==> config.mk <==
export PLATFORM = sky130hd
export DESIGN_NAME = uart_tx_serializer_flat
export DESIGN_NICKNAME = d
export VERILOG_FILES = /design/src/rtl/uart_tx_serializer_if.sv /design/src/rtl/uart_tx_serializer.sv /design/src/flat_wrapper.sv
export SDC_FILE = /design/constraint.sdc
export NUM_CORES = 1
export LEC_CHECK = 0
export BUFFER_PORTS_ARGS = -buffer_cell sky130_fd_sc_hd__buf_2
export CAP_MARGIN = 25
export CORE_ASPECT_RATIO = 0.75
export CORE_MARGIN = 4
export CORE_UTILIZATION = 50
export DETAILED_ROUTE_END_ITERATION = 8
export GPL_ROUTABILITY_DRIVEN = 0
export PLACE_DENSITY = 0.67
export SLEW_MARGIN = 25
export SYNTH_ARGS = -nofsm -noshare
export SYNTH_HDL_FRONTEND = slang
export SYNTH_SLANG_ARGS = --single-unit
==> constraint.sdc <==
create_clock -name clk -period 5.1 [get_ports clk]
set_input_delay 0.51 -clock clk [delete_from_list [all_inputs] [get_ports clk]]
set_output_delay 0.51 -clock clk [all_outputs]
set_load 0.02 [all_outputs]
==> src/rtl/uart_tx_serializer_if.sv <==
// uart_tx_serializer_if: byte strobe in from the control block, serial line and FIFO status out
interface uart_tx_serializer_if;
   logic       tx_ready;
   logic [7:0] tx_data;
   logic       txd;
   logic       busy;
   logic       fifo_full;
   logic       fifo_empty;
   logic       overflow;
   logic       tx_done;
   modport master (output tx_ready, tx_data, input txd, busy, fifo_full, fifo_empty, overflow, tx_done);
   modport slave (input tx_ready, tx_data, output txd, busy, fifo_full, fifo_empty, overflow, tx_done);
endinterface

==> src/rtl/uart_tx_serializer.sv <==
// uart_tx_serializer: FIFO-buffered 8N1/8E1/8O1 UART transmitter with registered txd
module uart_tx_serializer #(
   parameter int CLKS_PER_BIT = 5208,
   parameter int FIFO_DEPTH   = 4,
   parameter bit PARITY_EN    = 1'b0,
   parameter bit PARITY_ODD   = 1'b0
) (
   input logic clk,
   input logic rst,
   uart_tx_serializer_if.slave bus
);
   localparam int AW = $clog2(FIFO_DEPTH);
   localparam int PW = AW + 1;
   localparam int BW = $clog2(CLKS_PER_BIT);
   typedef enum logic [2:0] {IDLE, START, DATA, PARITY, STOP} state_t;
   state_t         r_state, w_state_next;
   logic [7:0]     r_mem [FIFO_DEPTH];
   logic [PW-1:0]  r_wp, r_rp, w_wp_next, w_rp_next;
   logic           r_full, r_empty, r_overflow, r_txd, r_par;
   logic [BW-1:0]  r_baud;
   logic [2:0]     r_bit;
   logic [7:0]     r_shift, w_shift_next, w_head;
   logic           w_tick, w_pop, w_push, w_txd_next, w_done, w_busy;
   assign w_tick       = r_baud == BW'(CLKS_PER_BIT - 1);
   assign w_head       = r_mem[r_rp[AW-1:0]];
   // a pop happens from IDLE or on the final stop-bit edge, giving back-to-back frames
   assign w_pop        = !r_empty && (r_state == IDLE || (r_state == STOP && w_tick));
   assign w_push       = bus.tx_ready && (!r_full || w_pop);
   assign w_wp_next    = r_wp + PW'(w_push);
   assign w_rp_next    = r_rp + PW'(w_pop);
   assign w_shift_next = w_pop ? w_head : (r_state == DATA && w_tick) ? {1'b0, r_shift[7:1]} : r_shift;
   always_ff @(posedge clk or posedge rst) begin
      if (rst) r_state <= IDLE;
      else r_state <= w_state_next;
   end
   always_comb begin
      w_state_next = r_state;
      case (r_state)
         IDLE:    if (w_pop) w_state_next = START;
         START:   if (w_tick) w_state_next = DATA;
         DATA:    if (w_tick && r_bit == 3'd7) w_state_next = PARITY_EN ? PARITY : STOP;
         PARITY:  if (w_tick) w_state_next = STOP;
         STOP:    if (w_tick) w_state_next = w_pop ? START : IDLE;
         default: w_state_next = IDLE;
      endcase
   end
   // txd is computed from the next state so the registered line changes on the same edge as the state
   always_comb begin
      w_txd_next = (w_state_next == START) ? 1'b0 : (w_state_next == DATA) ? w_shift_next[0] : (w_state_next == PARITY) ? r_par : 1'b1;
      w_done     = r_state == STOP && w_tick;
      w_busy     = r_state != IDLE || !r_empty;
   end
   always_ff @(posedge clk or posedge rst) begin
      if (rst) begin
         r_baud  <= '0;
         r_bit   <= 3'd0;
         r_shift <= 8'd0;
         r_par   <= 1'b0;
         r_txd   <= 1'b1;
      end else begin
         r_baud  <= (w_pop || r_state == IDLE || w_tick) ? '0 : r_baud + 1'b1;
         r_bit   <= (r_state == DATA) ? r_bit + {2'b0, w_tick} : 3'd0;
         r_shift <= w_shift_next;
         if (w_pop) r_par <= ^w_head ^ PARITY_ODD;
         r_txd   <= w_txd_next;
      end
   end
   always_ff @(posedge clk or posedge rst) begin
      if (rst) begin
         r_wp       <= '0;
         r_rp       <= '0;
         r_full     <= 1'b0;
         r_empty    <= 1'b1;
         r_overflow <= 1'b0;
      end else begin
         r_wp    <= w_wp_next;
         r_rp    <= w_rp_next;
         r_full  <= (w_wp_next - w_rp_next) == PW'(FIFO_DEPTH);
         r_empty <= w_wp_next == w_rp_next;
         if (bus.tx_ready && !w_push) r_overflow <= 1'b1;
      end
   end
   always_ff @(posedge clk) begin
      if (w_push) r_mem[r_wp[AW-1:0]] <= bus.tx_data;
   end
   assign bus.txd        = r_txd;
   assign bus.busy       = w_busy;
   assign bus.fifo_full  = r_full;
   assign bus.fifo_empty = r_empty;
   assign bus.overflow   = r_overflow;
   assign bus.tx_done    = w_done;
endmodule
==> src/flat_wrapper.sv <==
// flat-port wrapper written by rule: the top's interface ports become plain ports
module uart_tx_serializer_flat 
#(
   parameter int CLKS_PER_BIT = 5208,
   parameter int FIFO_DEPTH   = 4,
   parameter bit PARITY_EN    = 1'b0,
   parameter bit PARITY_ODD   = 1'b0
)
  (clk, rst, bus_tx_ready, bus_tx_data, bus_txd, bus_busy, bus_fifo_full, bus_fifo_empty, bus_overflow, bus_tx_done);
  uart_tx_serializer_if bus_i ();
  input logic clk;
  input logic rst;
  input wire logic [$bits(bus_i.tx_ready)-1:0] bus_tx_ready;
  input wire logic [$bits(bus_i.tx_data)-1:0] bus_tx_data;
  output wire logic [$bits(bus_i.txd)-1:0] bus_txd;
  output wire logic [$bits(bus_i.busy)-1:0] bus_busy;
  output wire logic [$bits(bus_i.fifo_full)-1:0] bus_fifo_full;
  output wire logic [$bits(bus_i.fifo_empty)-1:0] bus_fifo_empty;
  output wire logic [$bits(bus_i.overflow)-1:0] bus_overflow;
  output wire logic [$bits(bus_i.tx_done)-1:0] bus_tx_done;
  assign bus_i.tx_ready = bus_tx_ready;
  assign bus_i.tx_data = bus_tx_data;
  assign bus_txd = bus_i.txd;
  assign bus_busy = bus_i.busy;
  assign bus_fifo_full = bus_i.fifo_full;
  assign bus_fifo_empty = bus_i.fifo_empty;
  assign bus_overflow = bus_i.overflow;
  assign bus_tx_done = bus_i.tx_done;
  uart_tx_serializer #(.CLKS_PER_BIT(CLKS_PER_BIT), .FIFO_DEPTH(FIFO_DEPTH), .PARITY_EN(PARITY_EN), .PARITY_ODD(PARITY_ODD)) u_core (.clk(clk), .rst(rst), .bus(bus_i));
endmodule
==> impl_metrics.csv <==
group,metric,value,unit
sta,whs,0.268,ns
floorplanning,rows,24,
pwr,pwr-share-comb,14.1,%
clock_network,cts_buffers,9,
clock_network,cts-htree-levels,3,
floorplanning,die_h,76.3,um
clock_network,hold_buffers,0,
pwr,internal-power,1.03,mW
synth,synth_top_family_by_area,"simple AND/OR/NAND/NOR gates",
pwr,p_clk_share,34.6,%
route,via_count,1687,
clock_network,cts_max_path_buffers,2,
critical_path,cp_cell_sequence,"ha_1, nand4_1, or3_4, a2111o_1, a21boi_2, ha_1, ha_1, xor2_1, xor2_1, xnor2_1, nor2_1",
layout,fin_nets,260,
layout,fin_area,0.00346,mm^2
route,dr.pass1.iters,4,
floorplanning,initial_core_util,52.5,%
critical_path,crit_buf_inv,0,
route,wirelength,4880,um
route,drc,0,
critical_path,startpoint_type,"flip-flop",
synth,synth_flop_cell,"dfrtp_1",
sta,finalSetupViolCount,0,
pwr,switchingPower,337,uW
critical_path,worstPathMaxFanout,21,
critical_path,slowest_stage,"a2111o_1",
synth,synth-compound-area-share,4.19,%
flow_run,drv_cap,0,
synth,synth-simple-area-share,12.3,%
route,wl_per_cell,15.1,um
pwr,power_frac_seq,51.3,%
layout,layout_commonest_cell,"dfrtp_1",
route,final_antenna_net_count,0,
synth,synth_cells,218,
sta,worst_pin_slew,0.716,ns
layout,fin_util,58.4,%
critical_path,cp-end-kind,"flip-flop",
clock_network,post_cts_resized,0,
synth,async_flop_share,54.3,%
sta,hold_viol_final,0,
floorplanning,io-pin-count,17,
grt,gr-total-overflow,0,
worst_hold_path,hold_class,"primary input to async pin",
clock_network,clock_latency,0.34,ns
synth,synth_seq_area_share,61.6,%
synth,synth_edf_count,32,
sta,tns,0,ns
critical_path,worst_path_most_repeated_cell,"ha_1",
layout,diodes,0,
sta,fin_ws,1.56,ns
critical_path,cp.arrival,3.77,ns
grt,track_usage,14.1,%
pwr,p_leak,1.42,nW
synth,synth_nets,238,
place,placed_area,0.00324,mm^2
grt,grt_max_degree,39,
sta,fmaxAchievable,0.282,GHz
place,portBuffers,16,
sta,rsz0062_at_grt,"no",
grt,grt_pass1_wl,8190,um
synth,syn_area,0.00311,mm^2
synth,synth_area_per_cell,14.3,um^2
place,place_worst_setup_slack,1.58,ns
sta,slew_viol_final,0,
pwr,ir_drop,194,uV
layout,mostFrequentLayoutCells,"dfrtp_1 (36), edfxtp_1 (32), nor2_1 (25), xnor2_1 (16), buf_2 (16)",
grt,antenna_found_initial,0,
synth,synth_cell_types,46,
critical_path,worstPathRequired,5.33,ns
floorplanning,die_area,0.00755,mm^2
run_status,status,"completed",
synth,ys_seq_elements,70,
clock_network,cts-root-buf,"clkbuf_8",
sta,finalCriticalPeriod,3.54,ns
floorplanning,coreArea,0.00592,mm^2
critical_path,slowest_delay,0.72,ns
synth,synth_adder_area_share,3.62,%
pwr,switching_share,24.7,%
place,place_hpwl,3400,um
layout,layout-drive-gt1-share,21.2,%
pwr,powerDensity,396,mW/mm^2
clock_network,clock-sinks,70,
pwr,power,1.37,mW
synth,yosysWarnings,0,
floorplanning,die_width,99.0,um
sta,maxSlewHeadroom,52.1,%
clock_network,tritoncts,"done",
synth,synth_xor_xnor_area_share,6.48,%
route,drt_iter0_drc,117,
grt,grt_pass1_vias,1624,
route,avgViaCountPerCell,5.22,
critical_path,crit_type,"flip-flop to flip-flop",
layout,area_growth,11.2,%
critical_path,cp_top_family,"compound AO/OA/AOI/OAI gates",
synth,synth.mux.area_fraction,9.14,%
clock_network,path_clk_slew,0.07,ns
sta,finClkSkew,0.00622,ns
sta,finalCritPeriodShare,69.4,%
clock_network,postCtsSetupBuffers,0,
layout,final_cells,323,
place,dp.cells,307,
-- final cells by class --
class | count | area (um^2)
Inverter | 8 | 30.0
Tap cell | 78 | 97.6
Timing Repair Buffer | 17 | 87.6
Multi-Input combinational cell | 134 | 1110
Clock inverter | 6 | 87.6
Sequential cell | 70 | 1910
Fill cell | 455 | 2460
Clock buffer | 10 | 128
-- routing by layer --
layer / track usage [%] / vias up / share of wire (%)
met5: 0 / - / 0
li1: - / 838 / -
met1: 21.3 / 813 / 53
met4: 3.68 / 0 / 1.3
met2: 18.1 / 29 / 41
met3: 6.68 / 7 / 4.7
-- worst paths after layout --
path | slack, ns | from | to | cells past startpoint
worst min-delay path | 0.27 | rst | u_core.r_baud[10] | 3
worst min register to register | 0.48 | u_core.r_wp[2] | u_core.r_wp[2] | 1
min in group clk | 0.38 | bus_tx_data[1] | u_core.r_mem[1][1] | 1
worst max-delay path | 1.56 | u_core.r_baud[0] | u_core.bus.fifo_full | 11
max in group asynchronous | 4.48 | rst | u_core.bus.txd | 3
worst max register to register | 1.56 | u_core.r_baud[0] | u_core.bus.fifo_full | 11
-- flip-flops by register name, indices dropped and copies added (netlist names) --
signal / flops
u_core.r_baud: 13
u_core.bus.overflow: 1
u_core.r_rp: 3
u_core.r_par: 1
u_core.r_bit: 3
u_core.r_shift: 8
u_core.bus.fifo_empty: 1
u_core.r_mem: 32
u_core.bus.txd: 1
u_core.bus.fifo_full: 1
u_core.r_state: 3
u_core.r_wp: 3
-- synth_stat cells, drive strengths merged (5+ instances only) --
cell type	n	share of area (%)
mux2i	7	2.3
mux4	8	6.5
nand2	8	0.97
inv	8	0.97
nor2	25	3.0
edfxtp	32	31
and3	5	1.1
a21oi	8	1.3
nand3	6	0.97
xnor2	16	4.5
dfrtp	36	29
xor2	7	2.0
ha	9	3.6
-- logic make-up after synthesis --
| family | Yosys count |
|---|---|
| AND/OR/NAND/NOR | 67 |
| multiplexers | 16 |
| flip-flops | 70 |
| buffers and inverters | 14 |
| XOR/XNOR | 23 |
| adder cells (fa/ha/maj) | 9 |
| AO/OA/AOI/OAI | 19 |
-- worst register-to-register path: stages, from the launching register on --
cell      delay [ns]
dfrtp_1         0.39
ha_1            0.25
nand4_1         0.26
or3_4           0.47
a2111o_1        0.72
a21boi_2        0.32
ha_1            0.19
ha_1            0.15
xor2_1          0.21
xor2_1          0.25
xnor2_1         0.15
nor2_1          0.05
-- power groups by stage --
stage / combinational (mW) / sequential, mW / clock [mW]
2_1_floorplan: 0.143 / 0.712 / 0
3_3_place_gp: 0.195 / 0.713 / 0
3_5_place_dp: 0.196 / 0.714 / 0
4_1_cts: 0.197 / 0.703 / 0.484
5_1_grt: 0.217 / 0.711 / 0.512
6_report: 0.193 / 0.702 / 0.473
Note: power is estimated with default switching activity, not from simulation.
